--- src/rtl/uart_pkg.sv ---
// Shared UART definitions for the receive and transmit sides.
package uart_pkg;

  localparam int   UART_DATA_BITS  = 8;
  localparam logic UART_IDLE_LEVEL = 1'b1;

  typedef enum logic [2:0] {
    RX_IDLE,
    RX_START,
    RX_DATA,
    RX_STOP,
    RX_WAIT_HIGH
  } uart_rx_state_e;

endpackage

--- src/rtl/uart_fifo.sv ---
// Small synchronous FIFO with a registered head word.
// A push into a full FIFO is accepted only when a pop retires the head in the
// same cycle; otherwise it is dropped and flagged on o_drop.
module uart_fifo #(
  parameter int WIDTH = 8,
  parameter int DEPTH = 4
) (
  input  logic             clk,
  input  logic             rst_n,
  input  logic             i_push,
  input  logic [WIDTH-1:0] i_wdata,
  input  logic             i_pop,
  output logic [WIDTH-1:0] o_rdata,
  output logic             o_full,
  output logic             o_empty,
  output logic             o_drop
);

  localparam int AW = $clog2(DEPTH);

  logic [AW:0]      r_wptr, r_rptr;
  logic [WIDTH-1:0] r_mem [DEPTH];
  logic [WIDTH-1:0] r_rdata;
  logic             w_push_ok, w_pop_ok;
  logic [AW:0]      w_wptr_nxt, w_rptr_nxt;

  assign o_empty    = (r_wptr == r_rptr);
  assign o_full     = (r_wptr[AW] != r_rptr[AW]) && (r_wptr[AW-1:0] == r_rptr[AW-1:0]);
  assign w_pop_ok   = i_pop && !o_empty;
  assign w_push_ok  = i_push && (!o_full || w_pop_ok);
  assign o_drop     = i_push && !w_push_ok;
  assign w_wptr_nxt = w_push_ok ? r_wptr + (AW+1)'(1) : r_wptr;
  assign w_rptr_nxt = w_pop_ok  ? r_rptr + (AW+1)'(1) : r_rptr;
  assign o_rdata    = r_rdata;

  // Storage write; contents need no reset since the pointers gate visibility.
  always_ff @(posedge clk) begin
    if (w_push_ok) r_mem[r_wptr[AW-1:0]] <= i_wdata;
  end

  // Read/write pointers.
  always_ff @(posedge clk or negedge rst_n) begin
    if (!rst_n) begin
      r_wptr <= '0;
      r_rptr <= '0;
    end else begin
      r_wptr <= w_wptr_nxt;
      r_rptr <= w_rptr_nxt;
    end
  end

  // Head register: preload the next head, bypassing a write that lands on it.
  always_ff @(posedge clk or negedge rst_n) begin
    if (!rst_n) begin
      r_rdata <= '0;
    end else if (w_wptr_nxt != w_rptr_nxt) begin
      if (w_push_ok && (r_wptr[AW-1:0] == w_rptr_nxt[AW-1:0]))
        r_rdata <= i_wdata;
      else
        r_rdata <= r_mem[w_rptr_nxt[AW-1:0]];
    end
  end

endmodule

--- src/rtl/uart_rx_buffered.sv ---
// 8N1 UART receiver: synchronizer, mid-bit sampling FSM, stop check and a
// receive FIFO exposed as a valid/ready byte stream.
module uart_rx_buffered
  import uart_pkg::*;
#(
  parameter int clocks_per_bit = 3,
  parameter int fifo_depth     = 4
) (
  input  logic       clk,
  input  logic       rst_n,
  input  logic       ser_rx,
  output logic [7:0] out_data,
  output logic       out_valid,
  input  logic       out_ready,
  output logic       frame_err,
  output logic       overflow
);

  localparam int TW = (clocks_per_bit > 1) ? $clog2(clocks_per_bit) : 1;
  localparam logic [TW-1:0] HALF_BIT = TW'(clocks_per_bit / 2);
  localparam logic [TW-1:0] FULL_BIT = TW'(clocks_per_bit - 1);
  localparam logic [2:0]    LAST_BIT = 3'(UART_DATA_BITS - 1);

  uart_rx_state_e r_state, w_state_nxt;

  logic                      r_sync1, r_rx_s, r_rx_prev;
  logic [TW-1:0]             r_timer;
  logic [2:0]                r_bit_idx;
  logic [UART_DATA_BITS-1:0] r_shift;
  logic                      r_frame_err, r_overflow;

  logic w_fall, w_expire;
  logic w_load_half, w_load_full, w_clr_idx, w_shift, w_push, w_ferr;
  logic w_full, w_empty, w_drop;

  assign w_fall   = (r_rx_prev == UART_IDLE_LEVEL) && (r_rx_s != UART_IDLE_LEVEL);
  assign w_expire = (r_timer == '0);

  // Two-flop synchronizer plus the previous synchronized level for edge detect.
  always_ff @(posedge clk or negedge rst_n) begin
    if (!rst_n) begin
      r_sync1   <= UART_IDLE_LEVEL;
      r_rx_s    <= UART_IDLE_LEVEL;
      r_rx_prev <= UART_IDLE_LEVEL;
    end else begin
      r_sync1   <= ser_rx;
      r_rx_s    <= r_sync1;
      r_rx_prev <= r_rx_s;
    end
  end

  // FSM state register.
  always_ff @(posedge clk or negedge rst_n) begin
    if (!rst_n) r_state <= RX_IDLE;
    else        r_state <= w_state_nxt;
  end

  // FSM next-state logic.
  always_comb begin
    w_state_nxt = r_state;
    case (r_state)
      RX_IDLE:      if (w_fall) w_state_nxt = RX_START;
      RX_START:     if (w_expire) w_state_nxt = r_rx_s ? RX_IDLE : RX_DATA;
      RX_DATA:      if (w_expire && (r_bit_idx == LAST_BIT)) w_state_nxt = RX_STOP;
      // Line held low after a bad stop must return high before re-arming.
      RX_STOP:      if (w_expire) w_state_nxt = r_rx_s ? RX_IDLE : RX_WAIT_HIGH;
      RX_WAIT_HIGH: if (r_rx_s == UART_IDLE_LEVEL) w_state_nxt = RX_IDLE;
      default:      w_state_nxt = RX_IDLE;
    endcase
  end

  // FSM output strobes driving the timer, shifter and FIFO.
  always_comb begin
    w_load_half = 1'b0;
    w_load_full = 1'b0;
    w_clr_idx   = 1'b0;
    w_shift     = 1'b0;
    w_push      = 1'b0;
    w_ferr      = 1'b0;
    case (r_state)
      RX_IDLE:  w_load_half = w_fall;
      RX_START: if (w_expire && !r_rx_s) begin
                  w_load_full = 1'b1;
                  w_clr_idx   = 1'b1;
                end
      RX_DATA:  if (w_expire) begin
                  w_shift     = 1'b1;
                  w_load_full = 1'b1;
                end
      RX_STOP:  if (w_expire) begin
                  w_push = r_rx_s;
                  w_ferr = !r_rx_s;
                end
      default:  ;
    endcase
  end

  // Bit timer: reload on strobe, otherwise count down and hold at zero.
  always_ff @(posedge clk or negedge rst_n) begin
    if (!rst_n)            r_timer <= '0;
    else if (w_load_half)  r_timer <= HALF_BIT;
    else if (w_load_full)  r_timer <= FULL_BIT;
    else if (!w_expire)    r_timer <= r_timer - TW'(1);
  end

  // Data shifter (LSB first) and bit index.
  always_ff @(posedge clk or negedge rst_n) begin
    if (!rst_n) begin
      r_shift   <= '0;
      r_bit_idx <= '0;
    end else if (w_clr_idx) begin
      r_bit_idx <= '0;
    end else if (w_shift) begin
      r_shift   <= {r_rx_s, r_shift[UART_DATA_BITS-1:1]};
      r_bit_idx <= r_bit_idx + 3'd1;
    end
  end

  // Frame error pulse and sticky overflow flag.
  always_ff @(posedge clk or negedge rst_n) begin
    if (!rst_n) begin
      r_frame_err <= 1'b0;
      r_overflow  <= 1'b0;
    end else begin
      r_frame_err <= w_ferr;
      r_overflow  <= r_overflow | w_drop;
    end
  end

  uart_fifo #(
    .WIDTH (UART_DATA_BITS),
    .DEPTH (fifo_depth)
  ) u_fifo (
    .clk     (clk),
    .rst_n   (rst_n),
    .i_push  (w_push),
    .i_wdata (r_shift),
    .i_pop   (out_ready),
    .o_rdata (out_data),
    .o_full  (w_full),
    .o_empty (w_empty),
    .o_drop  (w_drop)
  );

  assign out_valid = !w_empty;
  assign frame_err = r_frame_err;
  assign overflow  = r_overflow;

  logic w_unused;
  assign w_unused = w_full;

endmodule

--- config.mk ---
export PLATFORM = sky130hd
export DESIGN_NAME = uart_rx_buffered
export DESIGN_NICKNAME = d
export VERILOG_FILES = /design/src/rtl/uart_pkg.sv /design/src/rtl/uart_fifo.sv /design/src/rtl/uart_rx_buffered.sv
export SDC_FILE = /design/constraint.sdc
export NUM_CORES = 1
export LEC_CHECK = 0
export CAP_MARGIN = 0
export CORE_ASPECT_RATIO = 1.75
export CORE_MARGIN = 2
export CORE_UTILIZATION = 54
export CTS_CLUSTER_SIZE = 24
export DETAILED_ROUTE_END_ITERATION = 10
export GPL_TIMING_DRIVEN = 1
export PLACE_DENSITY = 0.74
export SYNTH_ARGS = -nofsm -noshare
export SYNTH_HDL_FRONTEND = slang
export SYNTH_HIERARCHICAL = 1
export SYNTH_SLANG_ARGS = --single-unit
--- constraint.sdc ---
create_clock -name clk -period 2.8 [get_ports clk]
set_input_delay 0.28 -clock clk [delete_from_list [all_inputs] [get_ports clk]]
set_output_delay 0.28 -clock clk [all_outputs]
set_load 0.05 [all_outputs]
# Word level (Yosys, flattened, before mapping)
# Memory sizes are Yosys's and may differ from the RTL's. A register that Yosys moved wholly into a read port is not among the register bits.
# Index checks and enable logic that the tools add are counted.
[word_totals]
ff_bits = 27
ramBits = 32
in_bits = 4
out_inout_bits = 11
wordCells = 79
mem_count = 1
[op_classes]
addsub = 4
n_eq_ne = 15
n_mux = 27
bitwise = 3
n_reduce_logical = 18
[memory_table]
columns = ["name", "words", "width", "read_ports", "rd_clocked_by_memory_dff", "write_ports", "line_no", "rtl"]
rows = [
  ["u_fifo.r_mem", 4, 8, 1, 1, 1, "uart_fifo.sv:22", "logic [WIDTH-1:0] r_mem [DEPTH];"],
]
[op_table]
columns = ["cell", "n"]
rows = [
  ["2-to-1 mux 3 bit", 10],
  ["case mux 3 bit (5 select lines)", 1],
  ["2-to-1 mux 1 bit", 11],
  ["inequality test 2 bit, second input constant", 5],
  ["adder 3 x 1 -> 3 bit, second input constant", 3],
  ["2-to-1 mux 2 bit", 4],
  ["logical AND 1 bit", 7],
  ["== test 3 x 2 -> 1 bit, second input constant", 2],
  ["== test 3 bit, second input constant", 2],
  ["logical NOT 1 bit", 5],
  ["AND reduction 5 bit", 1],
  ["== test 3 x 1 -> 1 bit, second input constant", 1],
  ["== test 3 bit", 1],
  ["logical NOT 3 bit", 1],
  ["inequality test 3 x 1 -> 1 bit, second input constant", 1],
  ["inequality test 3 bit", 1],
  ["== test 2 bit", 1],
  ["logical NOT 2 bit", 1],
  ["NOT 1 bit", 2],
  ["case mux 1 bit (2 select lines)", 1],
  ["AND reduction 2 bit", 1],
  ["nonzero test 2 bit", 1],
  ["subtractor 2 x 1 -> 2 bit, second input constant", 1],
  ["logical OR 1 bit", 1],
  ["other kinds (2)", 2],
]

# Logic depth before layout (Yosys ltp)
# Gate-level depths: netlist of run 1.
[depth]
word_depth = 8
depth_mapped = 13
depth_no_buf = 11

# Hierarchy
# The synthesis of run 1 kept the hierarchy.
[by_module_without_submodules]
columns = ["mod", "n_inst", "cells_each", "area_per_inst_um2"]
rows = [
  ["uart_fifo", 1, 204, 2403.6],
  ["uart_rx_buffered", 1, 70, 954.7],
]

# Worst setup path after synthesis of run 1
# No wires, ideal clock.
[synth_path]
kind = "reg2reg"
from = "reg r_timer[0]"
to = "reg u_fifo.r_rdata[1] (netlist: u_fifo/o_rdata[1]), read port of u_fifo.r_mem"
setup_time_ns = 0.125
t_arrival_ns = 2.769
t_required_ns = 2.675
path_slack_ns = -0.094
path_stages_with_launch = 14
path_buffers = 2
cell_sequence = "dfrtp_1 -> inv_1 -> ha_1 -> nor2b_2 -> nand3_1 -> nor2_1 -> buf_1 -> nand2_1 -> inv_1 -> a41o_1 -> a311oi_2 -> or3_1 -> buf_6 -> mux2_4"
[synth_via]
elab_chain_len = 6
[synth_rtl]
columns = ["item", "line_no", "rtl"]
rows = [
  ["start: declaration", "uart_rx_buffered.sv:27", "logic [TW-1:0] r_timer;"],
  ["start signal: assignment", "uart_rx_buffered.sv:103", "else if (!w_expire) r_timer <= r_timer - TW'(1);"],
  ["logical NOT 2 bit", "uart_rx_buffered.sv:37", "assign w_expire = (r_timer == '0);"],
  ["2-to-1 mux 1 bit", "uart_rx_buffered.sv:90", "RX_STOP: if (w_expire) begin"],
  ["2-to-1 mux 1 bit", "uart_rx_buffered.sv:80", "case (r_state)"],
  ["via w_push", "uart_rx_buffered.sv:33", "logic w_load_half, w_load_full, w_clr_idx, w_shift, w_push, w_ferr;"],
  ["logical AND 1 bit", "uart_fifo.sv:30", "assign w_push_ok = i_push && (!o_full || w_pop_ok);"],
  ["2-to-1 mux 3 bit", "uart_fifo.sv:32", "assign w_wptr_nxt = w_push_ok ? r_wptr + (AW+1)'(1) : r_wptr;"],
  ["inequality test 3 bit", "uart_fifo.sv:56", "end else if (w_wptr_nxt != w_rptr_nxt) begin"],
  ["end: declaration", "uart_fifo.sv:23", "logic [WIDTH-1:0] r_rdata;"],
]
# The timed path passes the listed nets, and every way through them passes these cells.
# A chain may end at the register's enable or synchronous reset.

# Worst setup path after layout of run 1
[layout_path]
from = "reg r_timer[0]"
to = "reg u_fifo.r_rdata[5] (netlist: u_fifo/o_rdata[5]), read port of u_fifo.r_mem"
[layout_via]
elab_chain_len = 6
[layout_rtl]
columns = ["item", "line_no", "rtl"]
rows = [
  ["logical NOT 2 bit", "uart_rx_buffered.sv:37", ""],
  ["2-to-1 mux 1 bit", "uart_rx_buffered.sv:90", ""],
  ["2-to-1 mux 1 bit", "uart_rx_buffered.sv:80", ""],
  ["via w_push", "uart_rx_buffered.sv:33", ""],
  ["logical AND 1 bit", "uart_fifo.sv:30", ""],
  ["2-to-1 mux 3 bit", "uart_fifo.sv:32", ""],
  ["via u_fifo.w_wptr_nxt[1]", "uart_fifo.sv:25", "logic [AW:0] w_wptr_nxt, w_rptr_nxt;"],
  ["inequality test 3 bit", "uart_fifo.sv:56", ""],
]
# The timed path passes the listed nets, and every way through them passes these cells.

==> flow_metrics.env, run 1 <==
export IMPL_regArea_mm2=0.00184
export IMPL_insertion_delay_ns=0.35
export IMPL_cts_hold_buf=0
export IMPL_timing_final_crit_share_pct=95.5
export IMPL_crit_fanout=11
export IMPL_slew_headroom_pct=41.5
export IMPL_ctsRootBufferMaster="clkbuf_8"
export IMPL_avgSynthCellArea_um2=12.3
export IMPL_setup_ws_ns=0.126
export IMPL_cts_buffers=9
export IMPL_hold_slack_ns=0.0323
export IMPL_placeableCoreArea_mm2=0.00609
export IMPL_status="finished clean"
export IMPL_die_y_um=108
export IMPL_htreeDepth=3
export IMPL_hold_class="input port to async pin"
export IMPL_route_detailed_drc=0
export IMPL_n_antenna_cell=0
export IMPL_finClkSkew_ns=0.0123
export IMPL_start_util_pct=55.1
export IMPL_fin_crit_ns=2.67
export IMPL_leakagePower_uw=0.00159
export IMPL_worst_pin_slew_ns=0.877
export IMPL_via_per_inst=5.88
export IMPL_cpPeakStageDelay_ns=0.40
export IMPL_io_buffers=14
export IMPL_multi_input_area_mm2=0.00138
export IMPL_setup_viol=0
export IMPL_chipWidth_um=63.6
export IMPL_drtPass1Iterations=4
export IMPL_crit_arrival_ns=2.93
export IMPL_rsz0062_at_grt="false"
export IMPL_synthToLayoutAreaGrowth_pct=15.6
export IMPL_grt_max_degree=36
export IMPL_fp_dieArea_mm2=0.00688
export IMPL_pin_count=15
export IMPL_drt_iter0_drc=144
export IMPL_end_kind="flip-flop"
export IMPL_worstPathRequired_ns=3.05
export IMPL_cts_tree="yes"
export IMPL_finalHoldViolCount=0
export IMPL_max_cap_violations=0
export IMPL_drive_gt1_share_pct=22.4
export IMPL_grt_first_pass_wirelength_mm=11.9
export IMPL_ys_warn_count=6
export IMPL_clkTransAtPathRegs_ns=0.08
export IMPL_vias=2310
export IMPL_crit_chain="inv_1 -> ha_1 -> nor2b_2 -> nand3_1 -> nor2_2 -> buf_6 -> o41ai_4 -> mux2_4 -> xnor2_4 -> or3_1 -> buf_4 -> a21oi_1"
export IMPL_wl_per_cell_um=18.3
export IMPL_grt_util_all_layers_pct=23.3
export IMPL_syn_area_mm2=0.00335
export IMPL_slew_viol_final=0
export IMPL_rows=38
export IMPL_grt_overflow=0
export IMPL_antenna_found_initial=0
export IMPL_slowest_stage="or3_1"
export IMPL_synth_nets=285
export IMPL_antenna_left=0
export IMPL_place_ws_ns=0.0930
export IMPL_grt_pass1_vias=2390
export IMPL_synthCells=273
export IMPL_clk_path_buf_depth=2
export IMPL_fillers=514
export IMPL_fin_nets=320
export IMPL_p_total_uw=4640
export IMPL_globalplace_congestion=0.829
export IMPL_routed_wl_mm=7.19
export IMPL_powerDensity_mw_per_mm2=1200
export IMPL_startpoint_type="flip-flop"
export IMPL_worst_setup_path_type="flip-flop to flip-flop"
export IMPL_cts_sinks=67
export IMPL_cts_resized_gates=0
export IMPL_setup_tns_ns=0
export IMPL_irDropWorstVdd_mv=0.714
export IMPL_dp_hpwl_mm=5.16
export IMPL_fmax_mhz=374
export IMPL_cts_setup_buffers=0
[where the power goes]
part           switching (uW)  internal [uW]
sequential                220           1270
clock                     345            318
combinational            1460           1030
total                    2030           2610
[metal layers]
layer	up-vias	global-route usage [%]	part of all wire, %
li1	1108	-	-
met1	1125	25.4	38
met2	53	41.3	54
met3	24	3.54	2.6
met4	0	15.8	4.9
met5	-	0	0
[flip-flops by register name (all words and copies together) (netlist names)]
register        cells
r_timer             2
r_sync1             1
overflow            1
frame_err           1
r_bit_idx           3
r_rx_s              1
r_rx_prev           1
r_state             3
u_fifo/o_rdata      8
u_fifo/r_rptr       3
r_shift             8
u_fifo/r_mem       32
u_fifo/r_wptr       3
[critical path: cells and delay by family, from the launching register on]
kind,cells,cell delay (ns)
adders and majority gates,1,0.15
AOI/OAI and AO/OA,2,0.25
xor gates and xnor gates,1,0.16
and+or+nand+nor,4,0.87
DFF,1,0.39
buffers and inverters,3,0.41
muxes,1,0.35
[cells in the final DEF, fill, tap and decap left out, types with 2 or more instances in the layout]
cell type / instances
a22o_1: 2
mux2_4: 9
nor4_1: 7
nand2b_1: 2
edfxtp_1: 32
o211ai_1: 2
clkdlybuf4s50_1: 13
dfstp_2: 3
a21oi_1: 13
inv_4: 2
clkinv_2: 3
nor2_1: 15
o21ai_1: 5
nand2_1: 9
ha_1: 8
clkbuf_8: 9
a311oi_1: 2
xor2_1: 5
nand3_1: 11
dfrtp_1: 32
a41o_1: 2
clkbuf_1: 2
inv_1: 15
a32oi_1: 14
o21ai_0: 16
xnor2_1: 4
mux2i_1: 9
a211o_1: 2
mux2_2: 2
nor2b_1: 3
buf_4: 25
nor3b_1: 4
[worst paths after layout]
kind | startpoint | endpoint | slack (ns) | cells after the start
min in group clk | ser_rx | r_sync1$_DFF_PN1_ | 0.35 | 1
min | rst_n | overflow$_DFF_PN0_ | 0.03 | 1
min reg2reg | r_sync1$_DFF_PN1_ | r_rx_s$_DFF_PN1_ | 0.36 | 0
max reg2reg | r_timer[0]$_DFFE_PN0P_ | u_fifo/o_rdata[5]$_DFFE_PN0P_ | 0.13 | 12
max | r_timer[0]$_DFFE_PN0P_ | u_fifo/o_rdata[5]$_DFFE_PN0P_ | 0.13 | 12
max in group asynchronous | rst_n | r_shift[2]$_DFFE_PN0P_ | 2.20 | 1
[cell type report]
cell class,count,share of cell area (%)
clock inverter,5,0.710
inverter,16,1.55
timing repair buffer,40,8.62
sequential,67,47.5
multi-input combinational,174,35.7
tap,80,2.58
clock buffer,11,3.39
[stage by stage]
step                area, um^2  utilization, %  std cells
finish                    3880            63.7        393
global route              3880            63.7        393
CTS                       3850            63.3        393
detailed placement        3690            60.7        377
global placement          3690            60.7        377
floorplan                 3360               -        273
Note: power is estimated with default switching activity, not from simulation.
==> run 2, diff against run 1 <==
ABC_CLOCK_PERIOD_IN_PS = 2800   (was default)
==> results of run 2 <==
The final DEF is identical to that of run 1; final timing and power are the same.
